[config.mk]
export PLATFORM = sky130hd
export DESIGN_NAME = mc_ctrl_fsm
export DESIGN_NICKNAME = d
export VERILOG_FILES = /design/src/rtl/mc_ctrl_fsm.sv
export SDC_FILE = /design/constraint.sdc
export NUM_CORES = 1
export LEC_CHECK = 0
export CAP_MARGIN = 25
export CORE_UTILIZATION = 42
export DETAILED_ROUTE_END_ITERATION = 16
export GPL_TIMING_DRIVEN = 0
export PLACE_DENSITY = 0.76
export SETUP_SLACK_MARGIN = 0.3
export SLEW_MARGIN = 20
export SYNTH_ARGS = -nofsm -noshare
export SYNTH_HDL_FRONTEND = slang
export SYNTH_SLANG_ARGS = --single-unit
[constraint.sdc]
create_clock -name clk -period 1.8 [get_ports clk]
set_input_delay 0.27 -clock clk [delete_from_list [all_inputs] [get_ports clk]]
set_output_delay 0.27 -clock clk [all_outputs]
set_load 0.03 [all_outputs]
[src/rtl/mc_ctrl_fsm.sv]
// Multicycle control unit: sequences fetch/decode/execute/memory/write-back
// for six instruction classes and counts retired instructions.
module mc_ctrl_fsm #(
  parameter int unsigned        OPCD_W   = 6,
  parameter logic [OPCD_W-1:0]  OP_RTYPE = OPCD_W'(6'b000000),
  parameter logic [OPCD_W-1:0]  OP_LW    = OPCD_W'(6'b100011),
  parameter logic [OPCD_W-1:0]  OP_SW    = OPCD_W'(6'b101011),
  parameter logic [OPCD_W-1:0]  OP_BEQ   = OPCD_W'(6'b000100),
  parameter logic [OPCD_W-1:0]  OP_ADDI  = OPCD_W'(6'b001000),
  parameter logic [OPCD_W-1:0]  OP_J     = OPCD_W'(6'b000010),
  parameter int unsigned        CNT_W    = 32
) (
  input  logic              clk,
  input  logic              rst,
  input  logic [OPCD_W-1:0] i_opcd,
  input  logic              i_zero,
  input  logic              i_mem_rdy,
  output logic              o_ir_e,
  output logic              o_pc_e,
  output logic              o_mem_re,
  output logic              o_mem_we,
  output logic              o_iord,
  output logic              o_reg_we,
  output logic              o_regdst,
  output logic              o_mem2reg,
  output logic              o_alu_srca,
  output logic [1:0]        o_alu_srcb,
  output logic [1:0]        o_alu_op,
  output logic [1:0]        o_pc_src,
  output logic              o_illegal,
  output logic [3:0]        o_state,
  output logic [CNT_W-1:0]  o_instret
);

  localparam int unsigned STATE_W = 4;

  typedef enum logic [STATE_W-1:0] {
    FETCH   = 4'd0,
    DECODE  = 4'd1,
    MEM_ADR = 4'd2,
    MEM_RD  = 4'd3,
    MEM_WB  = 4'd4,
    MEM_WR  = 4'd5,
    EXEC    = 4'd6,
    ALU_WB  = 4'd7,
    BRANCH  = 4'd8,
    ADDI_EX = 4'd9,
    ADDI_WB = 4'd10,
    JUMP    = 4'd11
  } state_t;

  state_t state;
  state_t next_state;
  logic   retire;

  // State register
  always_ff @(posedge clk or posedge rst) begin
    if (rst) state <= FETCH;
    else     state <= next_state;
  end

  // Next-state and control decode; everything is forced low while in reset
  always_comb begin
    next_state = state;
    retire     = 1'b0;
    o_ir_e     = 1'b0;
    o_pc_e     = 1'b0;
    o_mem_re   = 1'b0;
    o_mem_we   = 1'b0;
    o_iord     = 1'b0;
    o_reg_we   = 1'b0;
    o_regdst   = 1'b0;
    o_mem2reg  = 1'b0;
    o_alu_srca = 1'b0;
    o_alu_srcb = 2'b00;
    o_alu_op   = 2'b00;
    o_pc_src   = 2'b00;
    o_illegal  = 1'b0;

    if (rst) begin
      next_state = FETCH;
    end else begin
      case (state)
        FETCH: begin
          o_mem_re   = 1'b1;
          o_alu_srcb = 2'b01;
          if (i_mem_rdy) begin
            o_ir_e     = 1'b1;
            o_pc_e     = 1'b1;
            next_state = DECODE;
          end
        end
        DECODE: begin
          // ALU precomputes the branch target while the opcode is decoded
          o_alu_srcb = 2'b11;
          if (i_opcd == OP_LW || i_opcd == OP_SW) next_state = MEM_ADR;
          else if (i_opcd == OP_RTYPE)            next_state = EXEC;
          else if (i_opcd == OP_BEQ)              next_state = BRANCH;
          else if (i_opcd == OP_ADDI)             next_state = ADDI_EX;
          else if (i_opcd == OP_J)                next_state = JUMP;
          else begin
            o_illegal  = 1'b1;
            next_state = FETCH;
          end
        end
        MEM_ADR: begin
          o_alu_srca = 1'b1;
          o_alu_srcb = 2'b10;
          next_state = (i_opcd == OP_SW) ? MEM_WR : MEM_RD;
        end
        MEM_RD: begin
          o_mem_re = 1'b1;
          o_iord   = 1'b1;
          if (i_mem_rdy) next_state = MEM_WB;
        end
        MEM_WB: begin
          o_reg_we   = 1'b1;
          o_mem2reg  = 1'b1;
          retire     = 1'b1;
          next_state = FETCH;
        end
        MEM_WR: begin
          o_mem_we = 1'b1;
          o_iord   = 1'b1;
          if (i_mem_rdy) begin
            retire     = 1'b1;
            next_state = FETCH;
          end
        end
        EXEC: begin
          o_alu_srca = 1'b1;
          o_alu_op   = 2'b10;
          next_state = ALU_WB;
        end
        ALU_WB: begin
          o_reg_we   = 1'b1;
          o_regdst   = 1'b1;
          retire     = 1'b1;
          next_state = FETCH;
        end
        BRANCH: begin
          o_alu_srca = 1'b1;
          o_alu_op   = 2'b01;
          o_pc_src   = 2'b01;
          o_pc_e     = i_zero;
          retire     = 1'b1;
          next_state = FETCH;
        end
        ADDI_EX: begin
          o_alu_srca = 1'b1;
          o_alu_srcb = 2'b10;
          next_state = ADDI_WB;
        end
        ADDI_WB: begin
          o_reg_we   = 1'b1;
          retire     = 1'b1;
          next_state = FETCH;
        end
        JUMP: begin
          o_pc_src   = 2'b10;
          o_pc_e     = 1'b1;
          retire     = 1'b1;
          next_state = FETCH;
        end
        default: next_state = FETCH;
      endcase
    end
  end

  // Retired-instruction counter, wraps silently
  always_ff @(posedge clk or posedge rst) begin
    if (rst)         o_instret <= '0;
    else if (retire) o_instret <= o_instret + CNT_W'(1);
  end

  assign o_state = STATE_W'(state);

endmodule

# Word-level counts from Yosys, hierarchy flattened
# Cells that the tools add are included.
# op_classes
addsub	1
n_eq_ne	19
mux	45
reduce_logical	10
# ops
operator	count
$mux W4	9
$add A32 B1 Y32 const B	1
$pmux W4 S7	1
$mux W1	26
$eq A4 B3 Y1 const B	4
$eq A4 B4 Y1 const B	4
$eq A6 B6 Y1 const B	2
$ne A3 B3 Y1 const B	3
$eq A4 B2 Y1 const B	2
$pmux W2 S2	2
$eq A6 B2 Y1 const B	1
$eq A6 B3 Y1 const B	1
$eq A6 B4 Y1 const B	1
$logic_not A6 Y1	1
$mux W2	3
$pmux W2 S3	1
$reduce_or A2 Y1	3
$reduce_or A5 Y1	1
$eq A4 B1 Y1 const B	1
$logic_not A4 Y1	1
$reduce_or A4 Y1	1
$mux W3	1
$pmux W1 S3	1
$reduce_and A3 Y1	1
3 further kinds	3
# word_totals
register_bits	36
in_bits	10
output_inout_bits	52

# Longest topological paths before layout
# Gate-level depths: netlist of the first run.
# depth
depth_word	8
depth_mapped	7

# Least setup slack after synthesis of the first run
# No wires, ideal clock.
# synth_path
kind	register -> output
from	reg state[2] (netlist: o_state[2])
to	out o_pc_e
arrival_ns	2.789
required_time_ns	1.530
path_slack_ns	-1.259
path_stages_with_launch	5
cell_sequence	dfrtp_1 clkbuf_1 nor4_1 nor2b_1 or2_2
# synth_via
elab_chain_len	3
# synth_rtl
element	line_no	rtl
from (decl)	52	state_t state;
from (signal assigned)	59	else state <= next_state;
$eq A4 B4 Y1 / $logic_not A4 Y1 (equally long branches)	83	case (state)
$pmux W1 S3 *	83	
$mux W1 *	80	if (rst) begin
to (decl)	19	output logic o_pc_e,
# Every way passes the cells marked *; elsewhere a longest branch is shown, timed or not.

# Final worst setup path of the first run
# layout_path
from	reg state[1] (netlist: o_state[1])
to	out o_iord
# layout_via
elab_chain_len	4
# layout_rtl
element	line_no	rtl
$eq A4 B3 Y1 / $eq A4 B2 Y1 (equally long branches)	83	
$reduce_or A2 Y1 (no source line) *	--	
$mux W1 *	83	
$mux W1 *	80	
to (decl)	22	output logic o_iord,
# Marks and branches as above.

==> summary.txt, run 1 <==
Run status
  • Outcome: finished, violations left
  • Failing checks: negative setup slack

Floorplanning
  • Die Ht: 72.1 µm
  • Core Footprint: 4720 µm²
  • Initial core utilization: 0.437
  • Io pins: 62
  • Die area: 5200 µm²
  • FP Rows: 25
  • Die Wd: 72.1 µm

Yosys
  • Sequential fraction of the synthesis area: 0.437
  • Cell area after synthesis: 2060 µm²
  • Top post-synthesis cells by area: dfrtp_1, xnor2_1, xor2_1
  • Mapped Nets: 226
  • YS warnings: 0
  • Syn avg cell area: 9.60 µm²
  • Synth Instances: 215
  • Cell variety after synth: 43
  • Yosys top cell area share: 0.437
  • Synth Register Bits: 36
  • Area leader, netlist: dfrtp_1

Timing
  • RSZ-0062 raised after global routing: yes
  • Tmin final: 1930 ps
  • Max-slew headroom: 0.642
  • Skew final: 9.35 ps
  • Max Transition Viols Final: 0
  • Setup Viol. Count Final: 27
  • Actual slew at the worst max-slew pin: 534 ps
  • Final Hold Violating Endpoints: 0
  • Final critical-path share of the clock period: 1.07
  • Hold_ws: 294 ps
  • Worst Slack Setup Final: -127 ps
  • Fmax: 519 MHz

GRT
  • Largest net degree at the start of global routing: 20
  • Total track usage: 0.235
  • Total grt overflow: 0
  • Initial antenna violation count: 0
  • First-pass GRT wire length: 9.38 mm
  • Number of global-route vias before repair: 1870

Detailed routing
  • 1st-iter DRT viols: 162
  • Post-route ant nets: 0
  • Metal1 wirelength: 2.76 mm
  • Via density: 5.41
  • # DRC: 0
  • Vias: 2130
  • Wire per inst: 16.1 µm
  • Met3 routed WL: 275 µm
  • Post-Route WL: 6.35 mm
  • DR WL met2: 3.19 mm
  • Drt first pass iters: 4
  • Top sig layer: met4

Placement
  • Placement Setup Slack: -1190 ps
  • Routability cong.: 0.892
  • # port buffers: 61
  • Placed Area: 3110 µm²
  • DP HPWL: 3.64 mm

Hold path
  • Worst min path class: primary input to asynchronous set/reset pin

Setup path
  • CP required: 1530 ps
  • Crit path max-delay family: buffers and inverters
  • CP arrival: 1660 ps
  • Reg2Reg Setup Slack: -120 ps
  • CP endpoint kind: output pin
  • R2r worst-path depth: 7
  • Slowest CP cell: dfrtp_2
  • Reg2reg start: o_state[1]
  • CP startpoint kind: flop
  • Slowest stage delay, CP: 450 ps
  • Number of stages on the worst setup path: 6
  • Most used cell, CP: buf_6
  • WS Path Type: flop to output pin
  • Critical Path Fanout Max: 6
  • Worst path buffer plus inverter count: 4
  • Reg2reg end: o_instret[27]
  • CP cell instances: buf_4 > buf_8 > buf_6 > xor2_1 > and3_2 > buf_6

CTS
  • Htree depth: 2
  • Sink Count: 36
  • Clk buf depth: 2
  • CTS clk-pin slew, worst paths: 70 ps
  • Root Buffer: clkbuf_8
  • CTS Hold Bufs: 0
  • Clk_lat worst skew: 290 ps
  • CTS tree: built
  • CTS Buf Count: 5

Cells and area
  • Share of post-route cells with drive strength above 1: 0.492
  • Area of the multi-input gates: 1570 µm²
  • Diode count: 0
  • NumNets Final: 337
  • Final Util: 0.821
  • Fillers: 287
  • Register Area: 918 µm²
  • Final Cell Area: 3880 µm²
  • P&R area growth vs syn: 87.9%

Pwr
  • Leakage: 1.94 nW
  • Power Dens Cells: 445 nW/µm²
  • Peak VDD IR: 296 µV

Flow run
  • Max-cap violations: 0
[worst reg2reg max path, cell delays in order (launching register included)]
cell and delay, ps:
dfrtp_2 450, nor2b_4 140, buf_6 120, o22a_4 240
nand4bb_4 260, buf_6 180, nor4b_4 250, xor2_1 200
[worst max-delay path by stage]
stage | slack [ps] | to | start
after CTS | -130 | o_reg_we | o_state[0]
after floorplan | -200 | o_pc_e | o_state[3]
after global routing | -190 | o_instret[26] | o_state[1]
final | -130 | o_iord | o_state[1]
after detailed placement | -1190 | o_pc_src[1] | rst
after global placement | -1170 | o_pc_src[1] | rst
[cells in the mapped netlist, drive strengths merged]
library cell	number
dfrtp	36
xnor2	20
nor3	17
nand3	15
nor2	14
xor2	14
nand2	11
nand4	8
inv	7
nor4	7
a21oi	6
and3	6
clkbuf	6
nand2b	6
and4	5
buf	5
o21ai	5
and2	3
nor2b	3
or2	3
nor4b	2
a211oi	1
a21boi	1
a31oi	1
ha	1
mux2	1
nand4bb	1
nor3b	1
o211a	1
o211ai	1
o21bai	1
o22a	1
o22ai	1
o311ai	1
o32ai	1
or3	1
or4	1
[registers in the layout (all words and copies together) (netlist names)]
register and count:
o_state 4, o_instret 32
[layout make-up]
cell class | count | share of cell area
repair buffers | 103 | 0.263
repair inverters | 1 | 0.00129
flip-flops and latches | 36 | 0.237
multi-input cells | 161 | 0.405
plain buffers | 11 | 0.0390
clock buffers | 8 | 0.0258
inverters | 7 | 0.00774
well taps | 67 | 0.0216
[logic make-up (layout without fill, tap and decap cells)]
family / after synthesis / in the layout / synth area share
AOI/OAI and AO/OA: 21 / 21 / 0.0649
and+or+nand+nor: 104 / 104 / 0.300
muxes: 1 / 1 / 0.00546
buffers and inverters: 18 / 130 / 0.0431
xor gates and xnor gates: 34 / 34 / 0.144
adders and majority gates: 1 / 1 / 0.00606
DFF: 36 / 36 / 0.437
[power breakdown]
part / switching, mW / total [mW] / internal, mW
clock network: 0.288 / 0.638 / 0.350
registers: 0.0126 / 0.832 / 0.820
logic: 0.147 / 0.256 / 0.109
[what timing repair did]
action / in CTS / in global routing
buffers inserted: 25 / 14
pin swaps: 35 / 23
resized for setup: 176 / 54
gates cloned: 3 / 0
endpoints found under the setup margin: 87 / 51
[stage by stage]
step           TNS, ps  power [mW]  instances
6_report         -1630        1.73        394
5_1_grt          -4420        1.79        394
4_1_cts          -1660        1.71        379
3_5_place_dp    -39590        1.06        343
3_3_place_gp    -38600        1.06        343
2_1_floorplan    -1550       0.976        215
[layer usage]
layer | track usage | up-vias
li1 | - | 990
met1 | 0.312 | 1053
met3 | 0.0250 | 12
met5 | 0 | -
met4 | 0.0850 | 0
met2 | 0.398 | 75
[cells in the final DEF (no fill, tap or decap), drive strengths merged, types with 2 or more instances in the layout]
cell type      count
nor2              14
xnor2             20
or2                3
nand3             15
a21oi              6
nor2b              3
buf               64
dfrtp             36
nor4               7
nand4              8
clkdlybuf4s15      2
nor4b              2
dlygate4sd2       36
and4               5
clkinvlp           2
and3               6
clkdlybuf4s50      6
nand2b             6
o21ai              5
and2               3
inv                6
xor2              14
nor3              17
clkbuf            13
nand2             11
(Power assumes the default switching activity.)
==> run 2, diff against run 1 <==
SLEW_MARGIN = unset   (was 20)
==> summary.txt, run 2 (same netlist as run 1, synthesis figures left out) <==
Pwr
  • Net switching power: 0.447 mW (-0.18%)
  • Clock share of power: 0.368 (about the same)
  • Leakage: 1.94 nW (about the same)
  • Comb power frac: 0.149 (about the same)
  • Switching Share: 0.259 (-0.000471)
  • Overall Power: 1.73 mW (about the same)
  • P_int: 1.28 mW (about the same)
  • Seq pwr share: 0.482 (about the same)
  • Peak VDD IR: 297 µV (+0.30%)
  • Power Dens Cells: 445 nW/µm² (about the same)

Placement
  • # port buffers: 61 (unchanged)
  • Placed Cells: 343 (unchanged)
  • DP HPWL: 3.64 mm (unchanged)
  • Routability cong.: 0.892 (unchanged)
  • Placed Area: 3110 µm² (unchanged)

Cells and area
  • NumNets Final: 337 (unchanged)
  • Final Cell Area: 3880 µm² (about the same)
  • Top reg by flops: o_instret
  • Final Non-Filler Cells: 394 (unchanged)
  • Commonest non-fill, non-tap cells in the layout: dlygate4sd2_1, buf_6, buf_4
  • Commonest non-fill, non-tap cell in the layout: dlygate4sd2_1
  • Largest register FFs: 32 (unchanged)
  • P&R area growth vs syn: 88.1% (about the same)
  • Diode count: 0 (unchanged)
  • Share of post-route cells with drive strength above 1: 0.492 (unchanged)

GRT
  • Initial antenna violation count: 0 (unchanged)
  • Total grt overflow: 0 (unchanged)
  • Total track usage: 0.235 (unchanged)
  • Number of global-route vias before repair: 1870 (unchanged)
  • Largest net degree at the start of global routing: 20 (unchanged)
  • First-pass GRT wire length: 9.38 mm (unchanged)

Run status
  • Outcome: finished, violations left
  • Failing checks: negative setup slack

CTS
  • Clk buf depth: 2 (unchanged)
  • CTS clk-pin slew, worst paths: 70 ps (about the same)
  • Root Buffer: clkbuf_8
  • CTS Buf Count: 5 (unchanged)
  • CTS tree: built
  • Sink Count: 36 (unchanged)
  • Clk_lat worst skew: 290 ps (about the same)
  • CTS Hold Bufs: 0 (unchanged)
  • Htree depth: 2 (unchanged)

Setup path
  • R2r worst-path depth: 7 (unchanged)
  • Critical Path Fanout Max: 6 (unchanged)
  • Crit path max-delay family: buffers and inverters
  • CP startpoint kind: flop
  • CP endpoint kind: output pin
  • Slowest CP cell: dfrtp_2
  • CP arrival: 1650 ps (about the same)
  • CP required: 1530 ps (about the same)
  • Reg2Reg Setup Slack: -120 ps (about the same)
  • Reg2reg start: o_state[1]
  • WS Path Type: flop to output pin
  • Slowest stage delay, CP: 450 ps (about the same)
  • Most used cell, CP: buf_6
  • CP cell instances: buf_4 > buf_8 > buf_6 > xor2_1 > and3_2 > buf_6
  • Worst path buffer plus inverter count: 4 (unchanged)
  • Reg2reg end: o_instret[27]

Floorplanning
  • Core Footprint: 4720 µm² (unchanged)
  • Io pins: 62 (unchanged)
  • Die Wd: 72.1 µm (unchanged)
  • Die area: 5200 µm² (unchanged)
  • FP Rows: 25 (unchanged)
  • Initial core utilization: 0.437 (unchanged)
  • Die Ht: 72.1 µm (unchanged)

Timing
  • Skew final: 9.99 ps (+0.639 ps)
  • Fmax: 520 MHz (+0.12%)
  • Final Hold Violating Endpoints: 0 (unchanged)
  • Setup TNS Final: -1590 ps (+41.4 ps)
  • Setup Viol. Count Final: 26 (-3.7%)
  • Tmin final: 1920 ps (-2.39 ps)
  • Max-slew headroom: 0.714 (+0.0717)
  • Max Transition Viols Final: 0 (unchanged)
  • Final critical-path share of the clock period: 1.07 (-0.00133)
  • RSZ-0062 raised after global routing: yes
  • Actual slew at the worst max-slew pin: 428 ps (-106 ps)
  • Worst Slack Setup Final: -124 ps (+2.39 ps)

Hold path
  • Worst min path class: primary input to asynchronous set/reset pin

Flow run
  • Max-cap violations: 0 (unchanged)

Detailed routing
  • Post-route ant nets: 0 (unchanged)
  • Post-Route WL: 6.42 mm (+1.2%)
  • Via density: 5.49 (+1.5%)
  • Drt first pass iters: 4 (unchanged)
  • 1st-iter DRT viols: 114 (-30%)
  • Vias: 2163 (+1.5%)
  • Wire per inst: 16.3 µm (+1.2%)
  • # DRC: 0 (unchanged)
## run 2: power groups by stage
stage | Clock (mW) | Sequential, mW | Combinational, mW
floorplan | 0 | 0.866 | 0.109
global placement | 0 | 0.848 | 0.210
detailed placement | 0 | 0.849 | 0.210
CTS | 0.645 | 0.833 | 0.228
global route | 0.682 | 0.833 | 0.273
finish | 0.636 | 0.832 | 0.258
## run 2: final cells by class
| class | count | area, µm² |
|---|---|---|
| Tap cell | 67 | 83.8 |
| Timing Repair inverter | 1 | 5.00 |
| Clock buffer | 8 | 100 |
| Fill cell | 285 | 842 |
| Timing Repair Buffer | 103 | 1020 |
| Buffer | 11 | 151 |
| Inverter | 7 | 30.0 |
| Sequential cell | 36 | 918 |
| Multi-Input combinational cell | 161 | 1570 |
## run 2: worst max-delay path by stage
| stage | slack, ps | start | cells past startpoint | to |
|---|---|---|---|---|
| after floorplan | -200 | o_state[3] | 4 | o_pc_e |
| after global placement | -1170 | rst | 5 | o_pc_src[1] |
| after detailed placement | -1190 | rst | 5 | o_pc_src[1] |
| after CTS | -130 | o_state[0] | 5 | o_reg_we |
| after global routing | -190 | o_state[1] | 8 | o_instret[19] |
| final | -120 | o_state[1] | 6 | o_iord |
## run 2: what timing repair did
item                       in CTS  in global routing
gates cloned                    3                  0
buffers inserted               25                 14
setup endpoints to repair      87                 51
resized for setup             176                 54
pin swaps                      35                 23
## run 2: through the flow
| stage | util | setup WS, ps | hold slack [ps] |
|---|---|---|---|
| after global placement | 0.659 | -1170 | 456 |
| after global routing | 0.822 | -192 | 139 |
| after floorplan | - | -198 | 247 |
| after CTS | 0.767 | -126 | 354 |
| after detailed placement | 0.659 | -1190 | 477 |
| final | 0.822 | -124 | 154 |
## run 2: worst reg2reg max path: stages (launching register included)
cell and delay, ps:
dfrtp_2 450, nor2b_4 140, buf_6 120, o22a_4 240, nand4bb_4 260, buf_6 180, nor4b_4 250, xor2_1 200
## run 2: layer usage
layer / GRT usage / vias up / routed length (µm)
met5: 0 / - / 0
met4: 0.0850 / 0 / 140
met3: 0.0250 / 14 / 269
met2: 0.398 / 78 / 3230
met1: 0.312 / 1079 / 2780
li1: - / 992 / -
